File: src/rtl/hex_display_scanner.sv
// Eight-digit hex scanner for a common-anode multiplexed 7-segment display.
// Shadows the input word once per frame so a frame never mixes two values.
module hex_display_scanner #(
   parameter int SCAN_DIV = 100000,
   parameter bit DP_MID   = 1'b1
) (
   input  logic        clk_i,
   input  logic        rst_i,
   input  logic        en_i,
   input  logic [31:0] data_i,
   input  logic        blank_lz_i,
   output logic [7:0]  an_o,
   output logic [6:0]  seg_o,
   output logic        dp_o,
   output logic        frame_o
);

   // state   | meaning
   // ST_OFF  | display dark, prescaler/idx held at 0, waiting for en_i
   // ST_SCAN | cycling through digits 0..7, reloading shadow at end of frame

   localparam int PW = (SCAN_DIV > 1) ? $clog2(SCAN_DIV) : 1;
   localparam logic [PW-1:0] PRESC_MAX = PW'(SCAN_DIV - 1);

   typedef enum logic {ST_OFF, ST_SCAN} state_t;

   state_t        state_q, state_d;
   logic [PW-1:0] presc_q, presc_d;
   logic [2:0]    idx_q, idx_d;
   logic [31:0]   shadow_q, shadow_d;
   logic          lz_q, lz_d;
   logic          frame_q, frame_d;
   logic [7:0]    an_q, an_d;
   logic [6:0]    seg_q, seg_d;
   logic          dp_q, dp_d;

   logic          tick;
   logic          load;
   logic [31:0]   upper;
   logic [3:0]    nib;
   logic          blank;

   function automatic logic [6:0] hex_seg(input logic [3:0] n);
      case (n)
         4'h0: hex_seg = 7'b1000000;
         4'h1: hex_seg = 7'b1111001;
         4'h2: hex_seg = 7'b0100100;
         4'h3: hex_seg = 7'b0110000;
         4'h4: hex_seg = 7'b0011001;
         4'h5: hex_seg = 7'b0010010;
         4'h6: hex_seg = 7'b0000010;
         4'h7: hex_seg = 7'b1111000;
         4'h8: hex_seg = 7'b0000000;
         4'h9: hex_seg = 7'b0010000;
         4'hA: hex_seg = 7'b0001000;
         4'hB: hex_seg = 7'b0000011;
         4'hC: hex_seg = 7'b1000110;
         4'hD: hex_seg = 7'b0100001;
         4'hE: hex_seg = 7'b0000110;
         default: hex_seg = 7'b0001110;
      endcase
   endfunction

   always_ff @(posedge clk_i or negedge rst_i) begin
      if (!rst_i) begin
         state_q  <= ST_OFF;
         presc_q  <= '0;
         idx_q    <= '0;
         shadow_q <= '0;
         lz_q     <= 1'b0;
         frame_q  <= 1'b0;
         an_q     <= 8'hFF;
         seg_q    <= 7'h7F;
         dp_q     <= 1'b1;
      end else begin
         state_q  <= state_d;
         presc_q  <= presc_d;
         idx_q    <= idx_d;
         shadow_q <= shadow_d;
         lz_q     <= lz_d;
         frame_q  <= frame_d;
         an_q     <= an_d;
         seg_q    <= seg_d;
         dp_q     <= dp_d;
      end
   end

   always_comb begin
      state_d  = state_q;
      presc_d  = presc_q;
      idx_d    = idx_q;
      shadow_d = shadow_q;
      lz_d     = lz_q;
      tick     = (presc_q == PRESC_MAX);
      load     = 1'b0;
      if (!en_i) begin
         state_d = ST_OFF;
         presc_d = '0;
         idx_d   = '0;
      end else if (state_q == ST_OFF) begin
         state_d = ST_SCAN;
         presc_d = '0;
         idx_d   = '0;
         load    = 1'b1;
      end else begin
         presc_d = tick ? '0 : presc_q + PW'(1);
         if (tick) begin
            idx_d = idx_q + 3'd1;
            load  = (idx_q == 3'd7);
         end
      end
      if (load) begin
         shadow_d = data_i;
         lz_d     = blank_lz_i;
      end
      frame_d = load;
   end

   // Output decode is registered; a falling en_i darkens the display on the very next edge.
   always_comb begin
      upper = shadow_q >> {idx_q, 2'b00};
      nib   = shadow_q[{idx_q, 2'b00} +: 4];
      blank = lz_q && (idx_q != 3'd0) && (upper == 32'd0);
      an_d  = 8'hFF;
      seg_d = 7'h7F;
      dp_d  = 1'b1;
      if ((state_q == ST_SCAN) && en_i && !blank) begin
         an_d  = ~(8'b1 << idx_q);
         seg_d = hex_seg(nib);
         dp_d  = !(DP_MID && (idx_q == 3'd4));
      end
   end

   assign an_o    = an_q;
   assign seg_o   = seg_q;
   assign dp_o    = dp_q;
   assign frame_o = frame_q;

endmodule

File: config.mk
export PLATFORM = sky130hd
export DESIGN_NAME = hex_display_scanner
export DESIGN_NICKNAME = d
export VERILOG_FILES = /design/src/rtl/hex_display_scanner.sv
export SDC_FILE = /design/constraint.sdc
export NUM_CORES = 1
export LEC_CHECK = 0
export CAP_MARGIN = 40
export CORE_MARGIN = 3
export CORE_UTILIZATION = 30
export CTS_BUF_LIST = sky130_fd_sc_hd__clkbuf_4
export DETAILED_ROUTE_END_ITERATION = 8
export PLACE_DENSITY_LB_ADDON = 0.05
export SYNTH_ARGS = -nofsm -noshare
export SYNTH_HDL_FRONTEND = slang
export SYNTH_SLANG_ARGS = --single-unit
export TNS_END_PERCENT = 5
File: constraint.sdc
create_clock -name clk_i -period 3.1 [get_ports clk_i]
set_input_delay 0.465 -clock clk_i [delete_from_list [all_inputs] [get_ports clk_i]]
set_output_delay 0.465 -clock clk_i [all_outputs]
set_load 0.02 [all_outputs]
# Word level (Yosys, flattened, before mapping)
# Memories as Yosys holds them, arrays and structs flattened.
# Cells that the tools add are included.
# Widths: inputs -> output; s select.
[totals]
regBits = 71
latchBits = 0
mem_bits_rw = 0
rom_bits = 112
out_inout_bits = 17
word_cells = 41
n_memories = 1
[mem_list]
columns = ["memory", "depth", "word_bits", "rd", "rd_clocked_by_memory_dff", "write_ports", "line", "source"]
rows = [
  ["(name not given)", 16, 7, 1, 0, 0, "44", "case (n)"],
]
[classes]
n_addsub = 2
mul = 0
div = 0
order_cmp = 0
n_eq_ne = 4
n_shift = 3
muxes = 13
n_bitwise = 1
n_reduce_logical = 8
[op_table]
columns = ["cell", "count"]
rows = [
  ["$mux 17", 3],
  ["$logic_not 32->1", 1],
  ["$shiftx 32x6->4", 1],
  ["$shr 32x5->32", 1],
  ["$add 17x1->17 const B", 1],
  ["$eq 17x17->1 const B", 1],
  ["$mux 3", 3],
  ["$mux 8", 1],
  ["$not 8->8", 1],
  ["$shl 1x3->8 const A", 1],
  ["$mux 7", 1],
  ["$eq 3x3->1 const B", 2],
  ["$mux 1", 5],
  ["$logic_and 1x1->1", 4],
  ["$add 3x1->3 const B", 1],
  ["$ne 3x2->1 const B", 1],
  ["$reduce_bool 3->1", 1],
  ["$logic_not 1->1", 2],
]

# Depth between registers and ports, before layout
[logic_depth]
ltp_word = 6
depth_mapped = 12

# Least setup slack after synthesis
# OpenSTA, ideal clock, no wires.
[synth_timing]
path_type = "register to register"
start = "register idx_q[0]"
end = "register seg_q[2] (netlist: seg_o[2])"
setup_time_ns = 0.080
arrival_time_ns = 2.633
t_required_ns = 3.020
slack_ns = 0.387
stages_incl_launch_ff = 13
n_path_buf = 2
period_less_slack_ns = 2.713
cell_sequence = "dfrtp_1 buf_6 buf_2 mux4_2 mux2_2 inv_1 ha_1 nand2_1 a21oi_1 nor4b_2 a21boi_2 o22ai_4 o221ai_2"
[synth_between]
elab_chain_len = 6
elab_cells_between_ends = 10
classes_between = "shift: 2; mux: 1; reduce/logical: 6; memory: 1"
[synth_rtl]
columns = ["item", "line", "source"]
rows = [
  ["start, declared", "29", "logic [2:0] idx_q, idx_d;"],
  ["start signal, assigned", "78", "idx_q <= idx_d;"],
  ["parallel branches: the longest is 5 deep, another holds $mem_v2 16x7", "-", ""],
  ["$mux 7 (*)", "127", "if ((state_q == ST_SCAN) && en_i && !blank) begin"],
  ["named net seg_d[2]", "34", "logic [6:0] seg_q, seg_d;"],
  ["end signal, assigned", "83", "seg_q <= seg_d;"],
  ["end, declared", "34", ""],
]
# Mark *: on every way through the listed nets, which the timed path passes.
# A chain may end at the register's enable or synchronous reset.

# Final worst setup path
# Ends and elaborated chain as after synthesis.

==> summary.txt <==
Synth
  • Compound-Gate Fraction of Synth Area: 0.0648
  • Synthesis-stage register bit count: 70
  • Net Count, Synth: 342
  • Post-Syn Area: 3510 um2
  • Post-Synth Adder-Cell Area: 0.0463
  • Seq/Total Area, Yosys: 0.504
  • Avg Cell Area, Syn: 12.0 um2
  • XOR/XNOR share of the synthesized area: 0.0349
  • Synth cell types: 47
  • Synth Area in Simple Gates: 0.140
  • Largest family of logic cells by synthesized area: multiplexers
  • Synthesis warning total: 0
  • Mapped Cells: 293
  • Multiplexer area fraction after synthesis: 0.184

Critical path
  • Worst-path maximum fanout: 9
  • Reg2reg end: seg_o[2]
  • Setup crit start kind: flip-flop
  • Slowest stage cell, crit path: mux4_2
  • Critical path class: reg -> reg
  • Worst path required time: 3.43 ns
  • Crit path capture type: flip-flop
  • Crit path cell chain: mux4_2 -> mux2_2 -> inv_1 -> ha_1 -> nand2_1 -> a21oi_1 -> nor4b_2 -> a21boi_2 -> o22ai_4 -> o221ai_2
  • Worst path arrival time: 2.99 ns
  • Reg2Reg Setup Slack: 0.44 ns
  • Buffers & Inverters on Critical Path: 1
  • Top delay family on crit path: multiplexers
  • R2r worst-path depth: 10
  • Setup crit start: idx_q[0]
  • Max incr delay on CP: 0.54 ns
  • Critical R2R Launch: idx_q[0]

STA
  • Final WS setup: 0.441 ns
  • RSZ-0062 raised after global routing: false
  • Period utilization: 0.858
  • Final setup viols: 0
  • Max Clock Skew: 0.0193 ns
  • Slew margin rel.: 0.525
  • Min cycle time layout: 2.66 ns
  • Worst-margin pin slew: 0.713 ns
  • Final setup TNS: 0 ns
  • Max Slew Vio Count: 0
  • Final hold vios: 0
  • Fmax: 376 MHz

Clock tree
  • Hold_buf cts: 0
  • Post-CTS Setup Inserts: 0
  • Post-CTS resize count: 0
  • CTS Buffer Depth: 2
  • TritonCTS buffer count: 9
  • Clk root buf: clkbuf_4
  • H-tree depth: 3
  • CTS clk-pin slew, worst paths: 0.12 ns
  • Clock Latency Late Sink: 0.41 ns
  • CTS tree: built
  • CTS Sinks: 70

Floorplanning
  • Initial Util: 0.316
  • FP Rows: 38
  • Core area: 11100 um2
  • Die Y: 114 um
  • Die area: 13000 um2
  • Die width: 114 um
  • I/O pin count: 53

Global route
  • Largest net degree at the start of global routing: 40
  • Initial antenna violation count: 0
  • Global-route wire length before repair: 13300 um
  • Final global-route overflow total: 0
  • Tot GR Track Use: 0.130
  • Vias in the first global route: 2468

Routing
  • Remaining routing DRC violations: 0
  • Detail Route Antenna Nets: 0
  • Routed WL per cell: 15.7 um
  • Via count: 2420
  • Initial DRC count: 66
  • Drt pass-1 iters: 5
  • Via density: 4.89
  • Total wire length: 7790 um

Power and ir drop
  • Peak VDD IR: 0.181 mV
  • Static Leak: 1.74 nW
  • Pwr dens: 465 nW/um2

Place
  • PortBufs: 52
  • Gpl congestion: 0.804
  • Post-DP HPWL: 5880 um
  • Post-placement worst setup slack: 0.475 ns

Layout
  • Most frequent cells in the layout: dfrtp_1, clkdlybuf4s50_1, mux2_2
  • Synthesis-to-finish area growth: 23.2%
  • Layout cells sized above 1: 0.254
  • Nets: 399
  • Number of inserted diodes: 0
  • Commonest non-fill, non-tap cell in the layout: dfrtp_1
  • Finished Core Util: 0.389

Run
  • Max cap viols: 0

Worst hold path
  • Hold crit path type: in -> async

Run status
  • Status: complete, no violations
## registers in the layout, indices dropped and copies added (netlist names)
register / count
state_q: 1
idx_q: 3
lz_q: 1
an_o: 8
presc_q: 17
frame_o: 1
seg_o: 7
shadow_q: 32
## through the flow
| stage | hold WS (ns) | total power (W) | area, um2 | instances |
|---|---|---|---|---|
| detailed placement | 0.478 | 0.00146 | 4200 | 479 |
| CTS | 0.0966 | 0.00205 | 4330 | 495 |
| global route | 0.117 | 0.00213 | 4330 | 495 |
| finish | 0.0990 | 0.00202 | 4330 | 495 |
| floorplan | 0.169 | 0.00129 | 3510 | 293 |
| global placement | 0.474 | 0.00146 | 4200 | 479 |
## synth_stat cells, drive strengths merged
cell,n,area [um2]
o211ai,2,20.0
inv,7,26.3
o21a,1,7.51
a22oi,2,15.0
dfstp,15,394
ha,13,163
or3,2,12.5
mux2,37,417
o221ai,1,15.0
a211oi,3,22.5
xnor2,4,35.0
dfrtp,55,1380
o2111ai,1,8.76
a21boi,1,11.3
mux2i,5,50.1
nor4,6,52.6
and4,3,26.3
mux4,8,180
buf,8,47.5
a32o,1,10.0
nand2,24,90.1
clkbuf,4,16.3
clkinv,1,3.75
xor2,10,87.6
nor2,28,105
a221o,1,10.0
and3,5,31.3
o21ai,3,15.0
or4,1,7.51
a221oi,2,17.5
nor3b,1,7.51
or2,1,6.26
o22ai,1,20.0
nand3,12,60.1
nand4,2,12.5
a21bo,1,10.0
nor4b,2,23.8
a21oi,9,45.0
and2,4,25.0
nor3,6,30.0
## power breakdown
group	switching, W	internal, W
clock	0.000342	0.000241
sequential	0.0000701	0.00100
combinational	0.000167	0.000192
## logic make-up after synthesis
kind of cell             count (synthesis)
AO/OA/AOI/OAI                           29
XOR/XNOR                                14
adder cells (fa/ha/maj)                 13
buffers and inverters                   20
flip-flops                              70
multiplexers                            50
AND/OR/NAND/NOR                         97
## worst register-to-register path: cells and delay by family, from the launching register on
family          cells  cell delay (ns)
buf+inv             1             0.14
flops               1             0.46
compound gates      4             0.61
simple gates        2             0.29
mux                 2             0.87
fa+ha+maj           1             0.21
## routing by layer
layer | vias to the layer above | wire length [um] | global-route usage
met5 | - | 0 | 0
met4 | 0 | 82 | 0.0348
met3 | 6 | 409 | 0.0365
met2 | 52 | 3550 | 0.196
met1 | 1195 | 3750 | 0.183
li1 | 1167 | - | -
## how the worst max path moves through the flow
stage	to	slack, ns	cells after the start
2_1_floorplan	seg_o[2]	0.39	12
3_3_place_gp	seg_o[2]	0.53	10
3_5_place_dp	an_o[3]	0.48	10
4_1_cts	an_o[3]	0.42	10
5_1_grt	an_o[7]	0.19	10
6_report	seg_o[2]	0.44	10
## area by class of cell
cell class,instances,area (um2)
flip-flops and latches,70,1770
clock buffers,9,67.6
fillers,1127,6790
clock inverters,7,65.1
repair buffers,58,573
inverters,8,30.0
multi-input cells,203,1650
well taps,140,175
Power figures use the tool's default switching activity.
